==> config.mk <==
export PLATFORM = sky130hd
export DESIGN_NAME = arp_cache_flat
export DESIGN_NICKNAME = d
export VERILOG_FILES = /design/src/rtl/arp_cache_if.sv /design/src/rtl/arp_cache.sv /design/src/flat_wrapper.sv
export SDC_FILE = /design/constraint.sdc
export NUM_CORES = 2
export LEC_CHECK = 0
export BUFFER_PORTS_ARGS = -buffer_cell sky130_fd_sc_hd__buf_2
export CAP_MARGIN = 0
export CORE_AREA = 2 2 428 430
export DETAILED_ROUTE_END_ITERATION = 7
export DIE_AREA = 0 0 430 432
export GPL_TIMING_DRIVEN = 1
export PLACE_DENSITY = 0.53
export SETUP_SLACK_MARGIN = 0.5
export SLEW_MARGIN = 10
export SYNTH_ARGS = -nofsm -noshare
export SYNTH_HDL_FRONTEND = slang
export SYNTH_SLANG_ARGS = --single-unit
==> constraint.sdc <==
create_clock -name gmii_clk -period 38.2 [get_ports gmii_clk]
set_clock_uncertainty 0.15 [all_clocks]
set_input_delay 5.73 -clock gmii_clk [delete_from_list [all_inputs] [get_ports gmii_clk]]
set_output_delay 5.73 -clock gmii_clk [all_outputs]
set_load 0.005 [all_outputs]
==> src/rtl/arp_cache_if.sv <==
// arp_cache_if - lookup/resolve handshake between a transmit-path client and
// the ARP cache.
//   lookup_req/lookup_ip          client -> cache: lookup strobe and IP
//   lookup_ready                  cache -> client: idle, lookup can be accepted
//   lookup_ack/hit/mac            cache -> client: registered lookup result
//   resolve_done/resolve_fail     cache -> client: outcome of a pending miss
interface arp_cache_if;
   logic        lookup_req;
   logic [31:0] lookup_ip;
   logic        lookup_ready;
   logic        lookup_ack;
   logic        lookup_hit;
   logic [47:0] lookup_mac;
   logic        resolve_done;
   logic        resolve_fail;

   modport master (
      output lookup_req, lookup_ip,
      input  lookup_ready, lookup_ack, lookup_hit, lookup_mac, resolve_done, resolve_fail
   );

   modport slave (
      input  lookup_req, lookup_ip,
      output lookup_ready, lookup_ack, lookup_hit, lookup_mac, resolve_done, resolve_fail
   );
endinterface

==> src/rtl/arp_cache.sv <==
// arp_cache - DEPTH-entry IP-to-MAC cache with aging, replacement and an ARP
// request resolver with timed retries.
//   gmii_clk, rst            clock, async active-high reset
//   lk (slave)               lookup handshake and resolve outcome
//   arp_rx_done_i, src_*_i   learned binding from every received ARP frame
//   arp_tx_en_o, arp_tx_type_o, des_mac_o, des_ip_o   request to the arp block
//   tx_done_i                arp block finished sending
//   flush_i                  invalidate the whole table
//   entry_count_o            number of valid entries
//
// state        | meaning
// S_IDLE       | ready for lookups
// S_SEND       | pulse arp_tx_en with broadcast des_mac
// S_WAIT_TX    | waiting for the arp block to finish the frame
// S_WAIT_REPLY | reply timer running; retry or fail on terminal count
module arp_cache #(
   parameter int DEPTH       = 8,
   parameter int TICK_CYCLES = 125_000_000,
   parameter int AGE_LIMIT   = 300,
   parameter int ATTEMPTS    = 3,
   parameter int REPLY_WAIT  = 125_000
) (
   input  logic                       gmii_clk,
   input  logic                       rst,
   arp_cache_if.slave                 lk,
   input  logic                       arp_rx_done_i,
   input  logic [47:0]                src_mac_i,
   input  logic [31:0]                src_ip_i,
   input  logic                       tx_done_i,
   input  logic                       flush_i,
   output logic                       arp_tx_en_o,
   output logic                       arp_tx_type_o,
   output logic [47:0]                des_mac_o,
   output logic [31:0]                des_ip_o,
   output logic [$clog2(DEPTH+1)-1:0] entry_count_o
);
   localparam int IDX_W  = $clog2(DEPTH);
   localparam int CNT_W  = $clog2(DEPTH+1);
   localparam int TICK_W = (TICK_CYCLES > 1) ? $clog2(TICK_CYCLES) : 1;
   localparam int RW_W   = (REPLY_WAIT > 1) ? $clog2(REPLY_WAIT) : 1;
   localparam logic [15:0] AGE_LIM = 16'(AGE_LIMIT);
   localparam logic [3:0]  ATT_MAX = 4'(ATTEMPTS);

   typedef enum logic [1:0] {S_IDLE, S_SEND, S_WAIT_TX, S_WAIT_REPLY} state_t;

   logic [DEPTH-1:0]  valid_q, valid_d;
   logic [31:0]       ip_q  [DEPTH];
   logic [31:0]       ip_d  [DEPTH];
   logic [47:0]       mac_q [DEPTH];
   logic [47:0]       mac_d [DEPTH];
   logic [15:0]       age_q [DEPTH];
   logic [15:0]       age_d [DEPTH];
   logic [CNT_W-1:0]  cnt_q, cnt_d;
   logic [TICK_W-1:0] tick_q;
   logic              tick_wrap;
   logic              learn;

   logic              hit_found, free_found;
   logic [IDX_W-1:0]  hit_idx, free_idx, old_idx, wr_idx;
   logic [15:0]       old_age;

   logic              lk_hit;
   logic [47:0]       lk_mac;

   state_t            state_q;
   logic [3:0]        att_q;
   logic [RW_W-1:0]   timer_q;
   logic              ack_q, hit_q, done_q, fail_q, tx_en_q;
   logic [47:0]       lk_mac_q, des_mac_q;
   logic [31:0]       des_ip_q;
   logic              resolved;

   assign tick_wrap = (tick_q == '0);
   // flush wins over a simultaneous learn
   assign learn     = arp_rx_done_i & ~flush_i;
   assign resolved  = learn && (src_ip_i == des_ip_q);

   // Aging is applied first so a learn into a full table can reuse a slot
   // that expires in the same cycle.
   always_comb begin
      valid_d    = valid_q;
      ip_d       = ip_q;
      mac_d      = mac_q;
      age_d      = age_q;
      hit_found  = 1'b0;
      hit_idx    = '0;
      free_found = 1'b0;
      free_idx   = '0;
      wr_idx     = '0;
      cnt_d      = '0;
      if (tick_wrap) begin
         for (int i = 0; i < DEPTH; i++) begin
            if (valid_q[i]) begin
               age_d[i] = (age_q[i] == 16'hffff) ? age_q[i] : age_q[i] + 16'd1;
               if (age_d[i] == AGE_LIM) valid_d[i] = 1'b0;
            end
         end
      end
      for (int i = 0; i < DEPTH; i++) begin
         if (valid_d[i] && ip_d[i] == src_ip_i && !hit_found) begin
            hit_found = 1'b1;
            hit_idx   = IDX_W'(i);
         end
         if (!valid_d[i] && !free_found) begin
            free_found = 1'b1;
            free_idx   = IDX_W'(i);
         end
      end
      // oldest entry, strict compare keeps the lowest index on ties
      old_idx = '0;
      old_age = age_d[0];
      for (int i = 1; i < DEPTH; i++) begin
         if (age_d[i] > old_age) begin
            old_age = age_d[i];
            old_idx = IDX_W'(i);
         end
      end
      if (learn) begin
         wr_idx          = hit_found ? hit_idx : (free_found ? free_idx : old_idx);
         valid_d[wr_idx] = 1'b1;
         ip_d[wr_idx]    = src_ip_i;
         mac_d[wr_idx]   = src_mac_i;
         age_d[wr_idx]   = '0;
      end
      if (flush_i) valid_d = '0;
      for (int i = 0; i < DEPTH; i++) cnt_d = cnt_d + CNT_W'(valid_d[i]);
   end

   // Parallel compare; a same-cycle learn of the looked-up IP bypasses the table.
   always_comb begin
      lk_hit = 1'b0;
      lk_mac = '0;
      for (int i = 0; i < DEPTH; i++) begin
         if (valid_q[i] && ip_q[i] == lk.lookup_ip) begin
            lk_hit = 1'b1;
            lk_mac = mac_q[i];
         end
      end
      if (learn && src_ip_i == lk.lookup_ip) begin
         lk_hit = 1'b1;
         lk_mac = src_mac_i;
      end
   end

   always_ff @(posedge gmii_clk or posedge rst) begin
      if (rst) begin
         valid_q <= '0;
         cnt_q   <= '0;
         tick_q  <= TICK_W'(TICK_CYCLES - 1);
         for (int i = 0; i < DEPTH; i++) begin
            ip_q[i]  <= '0;
            mac_q[i] <= '0;
            age_q[i] <= '0;
         end
      end else begin
         valid_q <= valid_d;
         ip_q    <= ip_d;
         mac_q   <= mac_d;
         age_q   <= age_d;
         cnt_q   <= cnt_d;
         tick_q  <= tick_wrap ? TICK_W'(TICK_CYCLES - 1) : tick_q - TICK_W'(1);
      end
   end

   always_ff @(posedge gmii_clk or posedge rst) begin
      if (rst) begin
         state_q   <= S_IDLE;
         att_q     <= '0;
         timer_q   <= '0;
         ack_q     <= 1'b0;
         hit_q     <= 1'b0;
         done_q    <= 1'b0;
         fail_q    <= 1'b0;
         tx_en_q   <= 1'b0;
         lk_mac_q  <= '0;
         des_mac_q <= '0;
         des_ip_q  <= '0;
      end else begin
         ack_q   <= 1'b0;
         done_q  <= 1'b0;
         fail_q  <= 1'b0;
         tx_en_q <= 1'b0;
         case (state_q)
            S_IDLE: begin
               if (lk.lookup_req) begin
                  ack_q    <= 1'b1;
                  hit_q    <= lk_hit;
                  lk_mac_q <= lk_mac;
                  if (!lk_hit) begin
                     state_q  <= S_SEND;
                     att_q    <= 4'd1;
                     des_ip_q <= lk.lookup_ip;
                  end
               end
            end
            S_SEND: begin
               tx_en_q   <= 1'b1;
               des_mac_q <= '1;
               state_q   <= S_WAIT_TX;
            end
            S_WAIT_TX: begin
               if (resolved) begin
                  done_q   <= 1'b1;
                  lk_mac_q <= src_mac_i;
                  state_q  <= S_IDLE;
               end else if (tx_done_i) begin
                  timer_q <= RW_W'(REPLY_WAIT - 1);
                  state_q <= S_WAIT_REPLY;
               end
            end
            S_WAIT_REPLY: begin
               if (resolved) begin
                  done_q   <= 1'b1;
                  lk_mac_q <= src_mac_i;
                  state_q  <= S_IDLE;
               end else if (timer_q == '0) begin
                  if (att_q < ATT_MAX) begin
                     att_q   <= att_q + 4'd1;
                     state_q <= S_SEND;
                  end else begin
                     fail_q  <= 1'b1;
                     state_q <= S_IDLE;
                  end
               end else begin
                  timer_q <= timer_q - RW_W'(1);
               end
            end
            default: state_q <= S_IDLE;
         endcase
      end
   end

   assign lk.lookup_ready = (state_q == S_IDLE);
   assign lk.lookup_ack   = ack_q;
   assign lk.lookup_hit   = hit_q;
   assign lk.lookup_mac   = lk_mac_q;
   assign lk.resolve_done = done_q;
   assign lk.resolve_fail = fail_q;
   assign arp_tx_en_o     = tx_en_q;
   assign arp_tx_type_o   = 1'b0;
   assign des_mac_o       = des_mac_q;
   assign des_ip_o        = des_ip_q;
   assign entry_count_o   = cnt_q;
endmodule

==> src/flat_wrapper.sv <==
// flat-port wrapper written by rule: the top's interface ports become plain ports
module arp_cache_flat 
#(
   parameter int DEPTH       = 8,
   parameter int TICK_CYCLES = 125_000_000,
   parameter int AGE_LIMIT   = 300,
   parameter int ATTEMPTS    = 3,
   parameter int REPLY_WAIT  = 125_000
)
  (gmii_clk, rst, arp_rx_done_i, src_mac_i, src_ip_i, tx_done_i, flush_i, arp_tx_en_o, arp_tx_type_o, des_mac_o, des_ip_o, entry_count_o, lk_lookup_req, lk_lookup_ip, lk_lookup_ready, lk_lookup_ack, lk_lookup_hit, lk_lookup_mac, lk_resolve_done, lk_resolve_fail);
  arp_cache_if lk_i ();
  input  logic gmii_clk;
  input  logic rst;
  input  logic arp_rx_done_i;
  input  logic [47:0] src_mac_i;
  input  logic [31:0] src_ip_i;
  input  logic tx_done_i;
  input  logic flush_i;
  output logic arp_tx_en_o;
  output logic arp_tx_type_o;
  output logic [47:0] des_mac_o;
  output logic [31:0] des_ip_o;
  output logic [$clog2(DEPTH+1)-1:0] entry_count_o;
  input wire logic [$bits(lk_i.lookup_req)-1:0] lk_lookup_req;
  input wire logic [$bits(lk_i.lookup_ip)-1:0] lk_lookup_ip;
  output wire logic [$bits(lk_i.lookup_ready)-1:0] lk_lookup_ready;
  output wire logic [$bits(lk_i.lookup_ack)-1:0] lk_lookup_ack;
  output wire logic [$bits(lk_i.lookup_hit)-1:0] lk_lookup_hit;
  output wire logic [$bits(lk_i.lookup_mac)-1:0] lk_lookup_mac;
  output wire logic [$bits(lk_i.resolve_done)-1:0] lk_resolve_done;
  output wire logic [$bits(lk_i.resolve_fail)-1:0] lk_resolve_fail;
  assign lk_i.lookup_req = lk_lookup_req;
  assign lk_i.lookup_ip = lk_lookup_ip;
  assign lk_lookup_ready = lk_i.lookup_ready;
  assign lk_lookup_ack = lk_i.lookup_ack;
  assign lk_lookup_hit = lk_i.lookup_hit;
  assign lk_lookup_mac = lk_i.lookup_mac;
  assign lk_resolve_done = lk_i.resolve_done;
  assign lk_resolve_fail = lk_i.resolve_fail;
  arp_cache #(.DEPTH(DEPTH), .TICK_CYCLES(TICK_CYCLES), .AGE_LIMIT(AGE_LIMIT), .ATTEMPTS(ATTEMPTS), .REPLY_WAIT(REPLY_WAIT)) u_core (.gmii_clk(gmii_clk), .rst(rst), .lk(lk_i), .arp_rx_done_i(arp_rx_done_i), .src_mac_i(src_mac_i), .src_ip_i(src_ip_i), .tx_done_i(tx_done_i), .flush_i(flush_i), .arp_tx_en_o(arp_tx_en_o), .arp_tx_type_o(arp_tx_type_o), .des_mac_o(des_mac_o), .des_ip_o(des_ip_o), .entry_count_o(entry_count_o));
endmodule
== Word level (Yosys, flattened, before mapping) ==
Cells that the tools add are included.

* $mul: 0
* Order comparisons: 12
* Shift-type cells: 0
* Reduce and logical (&&, ||, !) cells: 67
* Equal/unequal tests: 48
* $add $sub $neg: 18
* Bitwise gates (word level): 7
* Muxes and demuxes: 142
* Div/mod/pow operators: 0

{| class="wikitable"
|+ Operators by type and width
! operator !! number
|-
| $eq A32 B32 Y1 || 18
|-
| $mux W48 || 12
|-
| $bwmux W384 || 1
|-
| $mux W16 || 23
|-
| $bwmux W256 || 1
|-
| $mux W128 || 2
|-
| $demux W48 S3 || 1
|-
| $add A16 B1 Y16 const B || 8
|-
| $and A128 B128 Y128 || 1
|-
| $eq A16 B16 Y1 const B || 8
|-
| $eq A16 B9 Y1 const B || 8
|-
| $not A128 Y128 || 1
|-
| $gt A16 B16 Y1 || 7
|-
| $demux W32 S3 || 1
|-
| $pmux W48 S2 || 1
|-
| $mux W17 || 4
|-
| $mux W1 || 55
|-
| $demux W16 S3 || 1
|-
| $mux W3 || 14
|-
| $logic_and A1 B1 Y1 || 34
|-
| $pmux W17 S2 || 1
|-
| $mux W32 || 1
|-
| $logic_not A27 Y1 || 1
|-
| $mux W27 || 1
|-
| 36 further kinds || 89
|}

* Word-level logic and storage cells: 332
* Bits in latches: 0
* Bits in writable memories: 0
* Output and inout bits: 139
* Input bits: 118
* Bits in read-only memories: 0
* Memories kept: 0
* Register bits: 916

== Logic depth before layout (Yosys ltp) ==
* Depth after elaboration: 44
* Depth in mapped cells: 125
* Gate-level depth less buffers: 112

== Least setup slack after synthesis ==
OpenSTA, ideal clock, no wires.

* Path kind: register -> register
* Start: register u_core.tick_q[18]
* End: register u_core.cnt_q[2], in the netlist u_core.entry_count_o[2]
* Setup time: 0.123 ns
* Stages on the path, launching flop included: 115
* Required time: 37.927 ns
* Clock period less this slack: 23.704 ns
* Slack: 14.496 ns
* Arrival: 23.431 ns
* Buffers on the path: 13
* Path through: dfrtp_1 nor4_1 nand3_1 nor3_1 buf_2 nand2_1 or3_1 or3_1 nor2_1 xnor2_1 ha_1 nand4_1 or4_1 a211o_1 a211o_1 and4_4 buf_4 clkbuf_1 [79 not listed] a2111o_1 a21oi_1 nand3_1 and3_1 clkbuf_1 or4_1 buf_2 buf_6 buf_6 a21oi_1 ha_1 inv_1 fa_1 fa_1 inv_1 fa_1 fa_1 xor2_1

* Longest elaborated chain between the ends: 40
* Elaborated cells on any way between the ends: 112
* Those cells by class: add/sub (7); order compare (9); mux (51); bitwise (1); reduce/logical (44)

{| class="wikitable"
|+ Ends and longest elaborated chain
! what !! RTL line !! text
|-
| start, declared || arp_cache.sv:54 || <nowiki>logic [TICK_W-1:0] tick_q;</nowiki>
|-
| start signal, assigned || arp_cache.sv:149 || <nowiki>tick_q <= TICK_W'(TICK_CYCLES - 1);</nowiki>
|-
| start signal, assigned || arp_cache.sv:161 || <nowiki>tick_q <= tick_wrap ? TICK_W'(TICK_CYCLES - 1) : tick_q - TICK_W'(1);</nowiki>
|-
| $logic_not A27 Y1 (*) || arp_cache.sv:73 || <nowiki>assign tick_wrap = (tick_q == '0);</nowiki>
|-
| parallel branches: the longest is 30 deep, another holds $gt A16 B16 Y1 || n/a ||
|-
| $mux W8 (*) || arp_cache.sv:118 || <nowiki>if (learn) begin</nowiki>
|-
| $mux W8 (*) || arp_cache.sv:125 || <nowiki>if (flush_i) valid_d = '0;</nowiki>
|-
| via u_core.valid_d[1] || arp_cache.sv:46 || <nowiki>logic [DEPTH-1:0] valid_q, valid_d;</nowiki>
|-
| $add A1 B1 Y2 (*) || arp_cache.sv:126 || <nowiki>for (int i = 0; i < DEPTH; i++) cnt_d = cnt_d + CNT_W'(valid_d[i]);</nowiki>
|-
| $add A4 B1 Y4 (*) (6 in a row) || arp_cache.sv:126 ||
|-
| via u_core.cnt_d[2] || arp_cache.sv:53 || <nowiki>logic [CNT_W-1:0] cnt_q, cnt_d;</nowiki>
|-
| end signal, assigned || arp_cache.sv:160 || <nowiki>cnt_q <= cnt_d;</nowiki>
|-
| end, declared || arp_cache.sv:53 ||
|}

Mark *: on every way through the listed nets, which the timed path passes.
A chain may end at the register's enable or synchronous reset.

== Worst setup path after layout ==
Ends and elaborated chain as after synthesis.

==> metrics list <==
- Weighted congestion at the end of routability-driven global placement: 0.862
- Instance count on the critical path: 103
- Worst hold path depth: 1
- Setup repair after global routing left no endpoint under its margin.
* First-pass GRT wire length: 256000 µm
- Number of global-route vias before repair: just under 40000
* Number of cell instances on the worst register-to-register path: 103
- The cell that appears most often on the critical path is sky130_fd_sc_hd__a21o_1.
- Total leakage power: 29.0 nW
- Antenna viol nets, final: 0
- Complex-gate fraction of the synthesized area: 7.31%
- Simple-gate share of the synthesized area: between 10% and 20%
- In this run, placement finished with an instance count of around 7500.
- Broken down by cell family, the worst path's largest delay share belongs to compound AO/OA/AOI/OAI gates.
* Adder-cell share of the synthesized area: under 10%
- Slowest cell delay on critical path: between 0.7 and 0.8 ns
- Die Wd: ~430 µm
* IO Pins: roughly 260
* Port Buf Inserts: around 260
- Global routing used 17.9% of the available tracks.
- Nets@finish: 5509
- Number of nets produced by synthesis: roughly 5500
* Critical-path top delay cell: sky130_fd_sc_hd__or3_1
- Setup TNS Final: 0 ns
- The region available for standard cell placement spans 182000 µm².
- In the synthesized netlist the async set-or-reset flop fraction comes to 100%.
- CTS H-Tree Depth: 3
- After detailed routing, the total wire length is 169000 µm.
- The clock reaches the later pin of the worst-skew pair after 0.77 ns.
- The number of antenna violations at the first check in global routing is 13.
- The most used flip-flop cell after synthesis is sky130_fd_sc_hd__dfrtp_1.
* Hold crit path type: flop to flop
- The worst pin sits at a relative slew slack of 18.9%.
* Cells taking the most area after synthesis: sky130_fd_sc_hd__dfrtp_1, sky130_fd_sc_hd__mux2_2, sky130_fd_sc_hd__xnor2_1
- CTS root buf: sky130_fd_sc_hd__clkbuf_16
- Post-place instance area: 57100 µm²
* Number of hold-slack violations in the final timing report: 0
* Total clock sinks: ~920
- Summed over its instances, the top area cell type makes up between 40% and 50% of the synthesized netlist area.
- Summing the sequential cell areas from Yosys gives between 40 and 50% of the chip area.
- The netlist uses 93 different library cells.
* Initial DRC count: 2971
- Critical path type: flop to flop
- Number of design rule violations left after detail routing: 0
- TritonCTS built the clock tree.
- Synthesized-area fraction occupied by xor and xnor cells: 11.8%
- Measured along the y axis, the die boundary spans about 430 µm.
- Length of the first detailed-routing pass in iterations: 6
* Combined buffer and inverter count along the critical path: 8
- Std-Cell Rows: 157
- Period utilization: approximately 71%
- Synth area leader: sky130_fd_sc_hd__dfrtp_1
- A synthesized cell averages a little over 10 µm².
- Critical Path RT: between 30 and 40 ns
- Drt wl/cell: 21.9 µm
- Hold buffers post-CTS: 0
* Maximum count of clock buffers along a single path: 3
- After routing the design area is around 60000 µm².
- Post-layout instance count excluding filler cells: 7739
- Counting every instance in the synthesized netlist gives 5219.
- After clock tree synthesis, the clock-pin slew on the worst setup and hold paths is 0.06 ns.
- Outcome: complete, no violations
* Element type at the critical path start: flop
- Flops & latches, synth: 916
- Max-cap violations: 0
- Number of warning messages in the yosys log: 0
- By instance count, the leading cell after synthesis is sky130_fd_sc_hd__dfrtp_1.
- Summed over all nets, the half-perimeter wirelength after detailed placement is around 110000 µm.
- Die ar.: 186000 µm²
- STA puts the critical path data arrival time at roughly 28 ns.
* Combinational family with the most area after synthesis: multiplexers
- Subtracting the final worst setup slack from the clock period gives 27.15 ns.
* Number of setup buffers added after CTS: 0
- Vias per std cell: between 5 and 6
- The final route contains 39824 vias.
* CP max FO: 39
* Largest net degree at the start of global routing: 155
* Total global routing overflow: 0
- Proportion of layout cells with a drive suffix above 1: between 20% and 30%
- Achievable frequency: 36.8 MHz
* Number of enable-type register cells in the synthesized netlist: 0
- After clock tree synthesis, the repair step resized 0 gates.
- Relative to the synthesized area, the layout overhead comes to 12.5%.
- The design draws 3.24 mW.
- Measured slew at the worst slew-check pin: 1.21 ns
- VDD sags by at most 39.3 µV.
- Inserted Clock Buffers: ~110
- Initial Util: about 30%
- Post-Syn Area: approximately 54000 µm²
- Max-slew violations: 0
- Synth cell count leaders: sky130_fd_sc_hd__dfrtp_1, sky130_fd_sc_hd__mux2_2, sky130_fd_sc_hd__nor2_1, sky130_fd_sc_hd__xnor2_1, sky130_fd_sc_hd__xor2_1
- Power per unit of standard cell area: approximately 53 nW/µm²
- Multiplexer share of the synthesized area: 18.2%
* Critical path endpoint category: flop
- Setup violations remaining at the end of the flow were counted as 0.
- Across all hold checks on the routed design, the worst slack comes to 0.307 ns.
==> report_power, final <==
part | internal [mW] | switching (mW)
logic | 0.422 | 0.553
clock network | 0.608 | 0.443
registers | 1.10 | 0.113
==> sequential cells by signal, summed over array words and instances (netlist names), 4 cells and up <==
name                  cells
u_core.age_q            128
u_core.att_q              4
u_core.des_ip_o          32
u_core.entry_count_o      4
u_core.ip_q             256
u_core.lk.lookup_mac     48
u_core.mac_q            384
u_core.tick_q            27
u_core.timer_q           17
u_core.valid_q            8
==> final timing paths <==
kind	start	endpoint	slack, ns
max	u_core.tick_q[18]$_DFF_PP0_	u_core.entry_count_o[2]$_DFF_PP0_	11.05
min	u_core.tick_q[0]$_DFF_PP1_	u_core.tick_q[0]$_DFF_PP1_	0.31
max reg2reg	u_core.tick_q[18]$_DFF_PP0_	u_core.entry_count_o[2]$_DFF_PP0_	11.05
min reg2reg	u_core.tick_q[0]$_DFF_PP1_	u_core.tick_q[0]$_DFF_PP1_	0.31
max in group asynchronous	rst	u_core.ip_q[108]$_DFFE_PP0P_	29.82
min in group asynchronous	rst	u_core.mac_q[99]$_DFFE_PP0P_	5.01
==> layout make-up <==
| class | count | area (µm²) |
|---|---|---|
| timing repair buffer | 315 | 1740 |
| sequential | 916 | 22900 |
| antenna | 1 | 2.50 |
| fill | 18283 | 121000 |
| clock buffer | 159 | 3150 |
| inverter | 154 | 586 |
| tap | 2385 | 2980 |
| clock inverter | 37 | 475 |
| multi-input combinational | 3772 | 28900 |
==> worst reg2reg max path: cells and delay by family (launching register included) <==
kind	cells	cell delay [ns]
compound gates	44	9.63
simple gates	33	9.18
fa+ha+maj	12	4.38
buf+inv	8	1.44
mux	4	1.32
xor+xnor	2	0.47
flops	1	0.45
==> cell families (layout without fill, tap and decap cells) <==
group | Yosys count | count (layout)
buf+inv | 531 | 665
fa+ha+maj | 125 | 125
flops | 916 | 916
simple gates | 1377 | 1377
xor+xnor | 725 | 725
mux | 897 | 897
other cells | 1 | 2
compound gates | 647 | 647
==> metal layers <==
layer | GRT usage, % | vias up | wire [µm] | part of all wire (%)
met5 | 0 | - | 74 | 0.044
met4 | 6.26 | 12 | 5730 | 3.4
met3 | 3.20 | 291 | 9140 | 5.4
met2 | 29.2 | 1021 | 78200 | 46
met1 | 23.9 | 20132 | 76100 | 45
li1 | - | 18368 | - | -
==> layout by cell type, fill, tap and decap left out, drive strengths merged, types with 9 or more instances in the layout <==
cell type and instances:
dfrtp 898, mux2 697, nor2 386, xnor2 380
xor2 345, buf 315, nand2 258, a21oi 220
mux2i 200, o21ai 183, clkbuf 159, inv 157
nand4 148, nor4 126, ha 121, nand3 112
a31oi 70, and2 64, nor3 62, and3 48
nor2b 44, a21o 41, nand2b 27, or3 26
clkinv 25, and4 21, a41oi 18, dfstp 18
o21a 17, or4 17, or2 15, nand3b 11
o41ai 9
==> stage by stage <==
stage,utilization [%],worst slack (ns)
global placement,31.4,11.63
CTS,33.4,11.20
finish,33.4,11.05
global route,33.4,8.96
floorplan,-,6.60
detailed placement,31.4,11.21
No activity file was read; power rests on OpenSTA's default activity.
